File: config.mk
export PLATFORM = sky130hd
export DESIGN_NAME = fib_seq_ctrl
export DESIGN_NICKNAME = d
export VERILOG_FILES = /design/src/rtl/fib_pkg.sv /design/src/rtl/fib_seq_ctrl.sv
export SDC_FILE = /design/constraint.sdc
export NUM_CORES = 1
export LEC_CHECK = 0
export CORE_MARGIN = 2
export CORE_UTILIZATION = 52
export DETAILED_ROUTE_END_ITERATION = 16
export GPL_ROUTABILITY_DRIVEN = 1
export PLACE_DENSITY_LB_ADDON = 0.2
export SLEW_MARGIN = 5
export SYNTH_ARGS = -nofsm -noshare
export SYNTH_HDL_FRONTEND = slang
export SYNTH_SLANG_ARGS = --single-unit
File: constraint.sdc
create_clock -name clk -period 3.6 [get_ports clk]
set_clock_uncertainty 0.15 [all_clocks]
set_input_delay 0.72 -clock clk [delete_from_list [all_inputs] [get_ports clk]]
set_output_delay 0.72 -clock clk [all_outputs]
set_load 0.05 [all_outputs]
File: src/rtl/fib_pkg.sv
// fib_pkg: ALU opcodes, FSM state encoding and default width for the Fibonacci sequencer
package fib_pkg;
   localparam int FIB_WIDTH = 4;
   localparam logic [2:0] OP_PASSA = 3'b000;
   localparam logic [2:0] OP_ADD = 3'b010;
   localparam logic [2:0] OP_SUB = 3'b011;
   typedef enum logic [2:0] {IDLE, CHECK, EMIT, DEC, DONE} state_t;
endpackage

File: src/rtl/fib_seq_ctrl.sv
// fib_seq_ctrl: Fibonacci sequencer driving an external ALU; FIB_OVF_STOP_EN ends the run on the first carry
module fib_seq_ctrl
   import fib_pkg::*;
#(
   parameter int WIDTH = FIB_WIDTH
) (
   input  logic             clk,
   input  logic             rst_n,
   input  logic             start,
   input  logic [WIDTH-1:0] n_in,
   output logic [2:0]       alu_opcode,
   output logic [WIDTH-1:0] alu_a,
   output logic [WIDTH-1:0] alu_b,
   input  logic [WIDTH-1:0] alu_o,
   input  logic             alu_zero,
   output logic [WIDTH-1:0] fib_out,
   output logic             valid,
   output logic             busy,
   output logic             done,
   output logic             overflow
);
   state_t state;
   logic [WIDTH-1:0] cnt, f_prev, f_cur;
   logic carry;
   assign carry = alu_o < alu_a;
   // ALU drive registers are loaded for the state being entered, so they are valid throughout it
   always_ff @(posedge clk or negedge rst_n)
      if (!rst_n) begin
         state <= IDLE;
         alu_opcode <= OP_PASSA;
         alu_a <= '0;
         alu_b <= '0;
         fib_out <= '0;
         valid <= 1'b0;
         busy <= 1'b0;
         done <= 1'b0;
         overflow <= 1'b0;
         cnt <= '0;
         f_prev <= '0;
         f_cur <= '0;
      end else begin
         valid <= 1'b0;
         done <= 1'b0;
         alu_opcode <= OP_PASSA;
         alu_a <= '0;
         alu_b <= '0;
         case (state)
            IDLE:
               if (start) begin
                  cnt <= n_in;
                  f_prev <= '0;
                  f_cur <= WIDTH'(1);
                  overflow <= 1'b0;
                  busy <= 1'b1;
                  alu_a <= n_in;
                  state <= CHECK;
               end
            CHECK:
               if (alu_zero) begin
                  done <= 1'b1;
                  state <= DONE;
               end else begin
                  valid <= 1'b1;
                  fib_out <= f_prev;
                  alu_opcode <= OP_ADD;
                  alu_a <= f_prev;
                  alu_b <= f_cur;
                  state <= EMIT;
               end
            EMIT: begin
               f_prev <= f_cur;
               f_cur <= alu_o;
               if (carry) overflow <= 1'b1;
`ifdef FIB_OVF_STOP_EN
               if (carry) begin
                  done <= 1'b1;
                  state <= DONE;
               end else begin
                  alu_opcode <= OP_SUB;
                  alu_a <= cnt;
                  alu_b <= WIDTH'(1);
                  state <= DEC;
               end
`else
               alu_opcode <= OP_SUB;
               alu_a <= cnt;
               alu_b <= WIDTH'(1);
               state <= DEC;
`endif
            end
            DEC: begin
               cnt <= alu_o;
               alu_a <= alu_o;
               state <= CHECK;
            end
            DONE: begin
               busy <= 1'b0;
               state <= IDLE;
            end
            default: begin
               busy <= 1'b0;
               state <= IDLE;
            end
         endcase
      end
endmodule

==> impl_summary.md, run 1 <==
Outcome
The flow ran to the end, and the final reports show no timing, DRC or antenna violations.

Critical path
The signal on the critical path passes through clkdlybuf4s50_1. In this run the worst setup path begins at fib_out[0]. The cell class contributing the biggest share of worst-path delay is buffers and inverters. The worst setup path is launched from a register. The largest single stage delay on the critical path is 810 ps. Of all nets on the critical path, the largest fanout is 2. The startpoint-to-endpoint class of the critical path is register to primary output. In this run the critical register-to-register path is launched from state[1]. The slowest stage of the critical path is the clkdlybuf4s50_1 cell.

The worst setup path is captured at a primary output. The buffering stage count on the worst path with inverters included is 1. The critical path required time is 2730 ps. The endpoint arrival time on the critical path is 1510 ps.

Power and ir drop
The clock network is responsible for 17.9% of the overall power. The fraction of power consumed by combinational cells is 44.5%. Summed over all cells, the static leakage comes to 0.830 nW. The internal power of the cells totals 934 uW. IR analysis of the VDD net gives a maximum drop of 0.655 mV. The switching share of power is 41.9%. The power density over cell area is 926 nW/um^2. The share of power burned in registers is 37.5%. The power dissipated by switching net loads is 673 uW.

GRT
The number of antenna violations at the first check in global routing came to 0. The first global-routing pass estimated 4460 um of wire. The overall overflow remaining after global route is 0. The number of global-route vias before repair is 948.

Entering global routing, the biggest net connects 34 pins. The overall global routing resource usage is 22.2%.

Floorplan
31 I/O pins were placed. Measured along the y axis, the die boundary spans 54.9 um. The number of rows in the core area is 18. The area of the die is 3010 sq um. The floorplan die width is 54.9 um. Once the floorplan was initialized, standard cells occupied 54.4% of the core. The core region is 2480 sq um.

Synth
After synthesis, the cell types taking the most area are dfrtp_1 61%, nand2_1 7.0%, a22o_1 6.5%, mux2i_1 3.0%, ha_1 2.8%. The share of Yosys cell area claimed by the top area cell type is 61.3%. During synthesis, Yosys emitted a total of 0 warnings.

The share of the Yosys chip area taken by registers is 61.3%. The number of register bits inferred by synthesis is 33. The number of instances in the synthesized netlist is 119.

In this run the mean area of a mapped cell was 11.3 sq um. The synthesized cell area is 1350 sq um. The distinct cell type count after synthesis is 26. The fraction of registers with async set or reset after synthesis is 100%. Among all flip-flop cells after synthesis, the most frequent one is dfrtp_1. The net count after synthesis is 134. Yosys mapped a number of flops with a built-in enable equal to 0.

The post-synthesis cell type with the largest combined area is dfrtp_1.

CTS
The count of cells resized by post-cts repair is 0. No sink is reached through more buffers than the 2 on the longest clock path. For the worst-skew pair, the clock arrives at the later sink with an insertion delay of 330 ps. The H-tree was split into 2 levels.

The root buffer cell is clkbuf_4. The number of buffers inserted by post-CTS setup repair is 0. TritonCTS built the clock tree.

Clock-pin slew was measured on the worst setup and hold paths at 100 ps. Clock tree synthesis found a total of 33 sinks. For this design, the CTS-stage hold fixing added 0 buffers. The number of buffers created by CTS is 5.

Final layout
For this run, the post-layout net count is 167. The count of cells in the finished layout, fillers not included, comes to 183. The filler cells instantiated in the layout total 202. The repair_antennas step left the layout with diodes totalling 0.

In the layout the commonest cells are 33 x dfrtp_1, 29 x clkdlybuf4s50_1, 25 x nand2_1. The post-route netlist has 7.19% of its cells at a drive strength greater than 1. The final design area excluding fillers is 1730 sq um. The most frequent standard cell in the layout excluding fill and tap cells is dfrtp_1. The utilization after layout is 70.0%. From synthesis to final layout, the design area changed by 28.7%.

Min path
The class of the tightest hold or removal check is register to register. The launch point of the worst hold path is f_prev[0].

Timing
Summed over all failing endpoints, the final setup total negative slack is 0 ps. The post-route minimum period is 2380 ps. The upper clock frequency limit is 0.420 GHz.

The number of failing hold endpoints at the final stage is 0. The final worst slack is 1220 ps. Setup violations remaining at the end of the flow were counted as 0. For the pin with the worst max-slew slack, the measured transition is 824 ps. Setup repair after global routing left no endpoint under its margin.

The number of slew-limit violations in the final report is 0. The remaining max-slew budget at the tightest pin is 44.9%. In the finished design, the share of the clock period the worst path needs comes to 66.1%.

Route
The count of nets left with antenna violations after detail routing is 0. The total wire length after detailed routing is 2740 um. For this run, design rule violations remaining after detail routing come to 0. The total iterations of the first detailed-routing run is 4.

The average wire per standard cell is 14.9 um. The violation count after the first detailed-route iteration is 17. The number of vias per cell after detailed routing is 5.47.

The routed via count is 1001.

Job
Max-cap violations in this run came to 0.

Placed design
Detailed placement finished with a half-perimeter wire length of 1920 um. The post-placement worst setup slack is 987 ps. Routability-driven placement finished with a final weighted congestion of 0.827. Including well taps, the total number of placed cells is 175. In this run the tool buffered the top-level ports with 29 buffer cells. After detailed placement, the total cell area comes to 1650 sq um.
[metrics by stage]
step | power [mW] | hold slack [ps]
2_1_floorplan | 1.10 | 274
3_3_place_gp | 1.30 | 311
5_1_grt | 1.71 | 376
6_report | 1.61 | 341
4_1_cts | 1.62 | 345
3_5_place_dp | 1.33 | 322
[flip-flops by register name (all words and copies together) (netlist names)]
register    count
alu_a           4
valid           1
state           3
busy            1
done            1
f_prev          4
cnt             4
alu_b           4
f_cur           4
alu_opcode      2
overflow        1
fib_out         4
[final cells by class]
type | instances | area (sq um) | share of cell area [%]
Inverter | 8 | 42.5 | 2.45
Timing Repair Buffer | 30 | 298 | 17.2
Tap cell | 30 | 37.5 | 2.16
Clock buffer | 7 | 55.1 | 3.17
Clock inverter | 1 | 30.0 | 1.73
Sequential cell | 33 | 826 | 47.6
Multi-Input combinational cell | 74 | 445 | 25.7
[final timing paths]
check	to	slack (ps)	cells past startpoint
worst max-delay path	fib_out[0]	1220	1
worst min-delay path	f_prev[0]	340	2
worst max register to register	cnt[2]	1670	4
worst min register to register	f_prev[0]	340	2
max in group asynchronous	alu_opcode[0]	2370	2
min in group asynchronous	done	630	2
[logic make-up after synthesis]
logic type,Yosys count,share of synthesized area [%]
muxes,4,2.97
and+or+nand+nor,43,15.1
other,1,0.278
DFF,33,61.3
buffers and inverters,12,5.66
AOI/OAI and AO/OA,23,11.9
adders and majority gates,3,2.79
[tightest hold or removal path, stage by stage (launching register included)]
cell     delay [ps]
dfrtp_1         350
nand2_1          40
o21ai_0          60
[Yosys cell counts, types with 2 or more instances]
cell     count
ha_1         3
nor2_1       3
and2_1       3
a22o_1      10
nand2_1     25
nand3_1      5
a21oi_1      3
dfrtp_1     33
inv_1        5
mux2i_1      4
o21ai_0      7
nor4b_1      2
buf_4        3
[layer usage]
metal	GRT usage (%)	wire length (um)	vias up
li1	-	-	474
met1	29.6	1170	492
met2	32.9	1360	28
met3	6.18	158	7
met4	12.2	54	0
met5	0	0	-
[power groups by stage]
stage / clock [mW] / combinational (mW) / sequential, mW
floorplan: 0 / 0.280 / 0.823
global placement: 0 / 0.701 / 0.601
detailed placement: 0 / 0.720 / 0.610
CTS: 0.292 / 0.723 / 0.602
global route: 0.311 / 0.774 / 0.621
finish: 0.288 / 0.716 / 0.603
No activity file was read; power rests on OpenSTA's default activity.
==> run 2: changes to the inputs <==
CORE_UTILIZATION = 48   (was 52)
clock period = 2.4 ns   (was 3.6 ns; I/O delays follow)
==> run 2 against run 1 <==
Against the previous run:
- power up 42%
- worst setup slack worse by 960 ps
- global-route usage down 4.2 points
- via count down 4.3%
- critical endpoint is now alu_a[1]
- largest cell class unchanged
==> impl_summary.md, run 2 (same netlist as run 1, synthesis figures left out) <==
CTS
TritonCTS built the clock tree. The maximum root-to-sink buffer count is 2 (unchanged). The number of H-tree levels is 2 (unchanged). The clock transition at the registers of the reported paths was 100 ps (about the same).

The number of sinks handled by clock tree synthesis is 33 (unchanged). The count of cells resized by post-cts repair is 0 (unchanged). The number of buffers created by CTS came to 5 (unchanged). The insertion delay of the later-clocked pin in the worst-skew pair was 330 ps (about the same).

The post-cts hold buffer count was 0 (unchanged). The root buffer cell is clkbuf_4. The number of buffers inserted by post-CTS setup repair was 0 (unchanged).

Placed design
The final weighted congestion in routability-driven placement was 0.810 (-2.0%). The number of buffers added on ports is 29 (unchanged). The placed wire-length estimate is 1900 um (-0.90%). The post-placement worst setup slack is 274 ps (-713 ps). The count of placed standard cells including taps came to 178 (+1.7%).

The cell area after placement was 1670 sq um (+0.99%).

Floorplan
The vertical die dimension is 57.0 um (+3.8%). The placeable core area is 2710 sq um (+9.4%). The I/O pin count is 31 (unchanged). The initial cell density of the core is 49.7% (-4.7 points). The number of rows in the core area is 19 (+1). The floorplan die width is 57.0 um (+3.8%). The area of the die is 3250 sq um (+7.7%).

Job
The max capacitance violation total is 0 (unchanged).

Route
The total iterations of the first detailed-routing run came to 4 (unchanged). The count of nets left with antenna violations after detail routing came to 0 (unchanged). The routed via count is 958 (-4.3%). The number of vias per cell after detailed routing is 5.18 (-5.3%). The average wire per standard cell is 13.9 um (-7.1%). The violation count after the first detailed-route iteration is 11 (-6). The post-route DRC violation count was 0 (unchanged). The total wire length after detailed routing came to 2570 um (-6.1%).

Outcome
The flow ran to the end, and the final reports show no timing, DRC or antenna violations.

Power and ir drop
The worst ir drop on vdd is 0.840 mV (+28%). The power density over cell area is 1330 nW/um^2 (+44%). The static power due to leakage is 0.826 nW (-0.46%). The total power is 2.29 mW (+42%).

Timing
The actual transition at the worst max-transition pin is 605 ps (-219 ps). Setup repair after global routing left no endpoint under its margin. The final setup violation count is 0 (unchanged). For the finished layout, the period the worst path requires is 2140 ps. The remaining max-slew budget at the tightest pin is 59.4% (+14 points). For this run, the top clock speed supported by timing is 0.467 GHz. The final worst slack is 259 ps (-962 ps). The number of failing hold endpoints at the final stage is 0 (unchanged). The final-layout worst hold slack is 333 ps (-8.01 ps). The setup TNS is 0 ps (unchanged).

The number of slew-limit violations in the final report is 0 (unchanged). The portion of the clock cycle consumed by the worst path in the final layout is 89.2%.

GRT
The pin count of the biggest net entering global routing is 34 (unchanged). The global-route wire length before repair is 4450 um (-0.31%). The overall global routing resource usage is 18.0% (-4.2 points). The number of global-route vias before repair is 977 (+3.1%).

The overall overflow remaining after global route is 0 (unchanged). The number of antenna violations at the first check in global routing is 0 (unchanged).

Final layout
In the layout the commonest cells are 33 x dfrtp_1, 29 x clkdlybuf4s50_1, 25 x nand2_1. The final design area excluding fillers is 1720 sq um (-0.79%). The count of filler cells inserted in the layout came to 242 (+20%). The net count reported at finish is 169 (+1.2%). From synthesis to final layout, the design area changed by 27.7%.

The antenna diode instance count is 0 (unchanged). The utilization after layout is 63.5% (-6.5 points). The library cell used most frequently in the layout, excluding fill and tap cells, is dfrtp_1.

The share of post-route cells with drive strength above 1 came to 7.79% (+0.60 points). The final cell count without fillers is 185 (+1.1%).

Critical path
Grouping stages by cell kind, the critical path spends the most delay in buffers and inverters. The startpoint-to-endpoint class of the critical path is register to primary output. The critical path goes through clkdlybuf4s50_1. The highest cell delay on the worst timing path is 810 ps (about the same). The critical path required time came to 1770 ps (-960 ps). The buffering stage count on the worst path with inverters included was 1 (unchanged). The capturing element type of the critical path is a primary output.

The largest fanout on the critical path is 2 (unchanged). The kind of start point of the critical path is a register. The cell with the largest stage delay on the worst path is clkdlybuf4s50_1.

The endpoint arrival time on the critical path was 1510 ps (about the same).

Min path
The min-delay analysis places its worst path in the category register to register.
run 2: changes by cell type in the layout (fill, tap and decap cells not counted), sizes merged:
cell	before	now
buf	1	3
bufinv	1	0
run 2: path summary, 6_finish.rpt:
path	from	endpoint	slack [ps]	depth (start not counted)
max	alu_a[1]	alu_a[1]	260	1
min	fib_out[2]	fib_out[2]	330	2
max reg2reg	state[2]	cnt[1]	590	4
min reg2reg	fib_out[2]	fib_out[2]	330	2
max in group asynchronous	rst_n	valid	1400	2
min in group asynchronous	rst_n	alu_b[0]	390	2
run 2: cell type report:
cell class	count	area, sq um	area share (%)
clock buffers	7	55.1	3.20
multi-input cells	74	445	25.9
repair buffers	32	313	18.2
well taps	31	38.8	2.25
flip-flops and latches	33	826	48.0
inverters	8	42.5	2.47
run 2: routing by layer:
| layer | track usage (%) | vias up | share of wire, % |
|---|---|---|---|
| li1 | - | 475 | - |
| met1 | 23.7 | 459 | 47 |
| met2 | 29.6 | 21 | 48 |
| met3 | 5.67 | 3 | 4.4 |
| met4 | 3.99 | 0 | 0.82 |
| met5 | 0 | - | 0 |
run 2: report_power, final:
part | internal, mW | switching (mW) | leakage [nW]
Combinational | 0.390 | 0.682 | 0.366
Clock | 0.138 | 0.173 | 0.0314
Sequential | 0.771 | 0.132 | 0.429
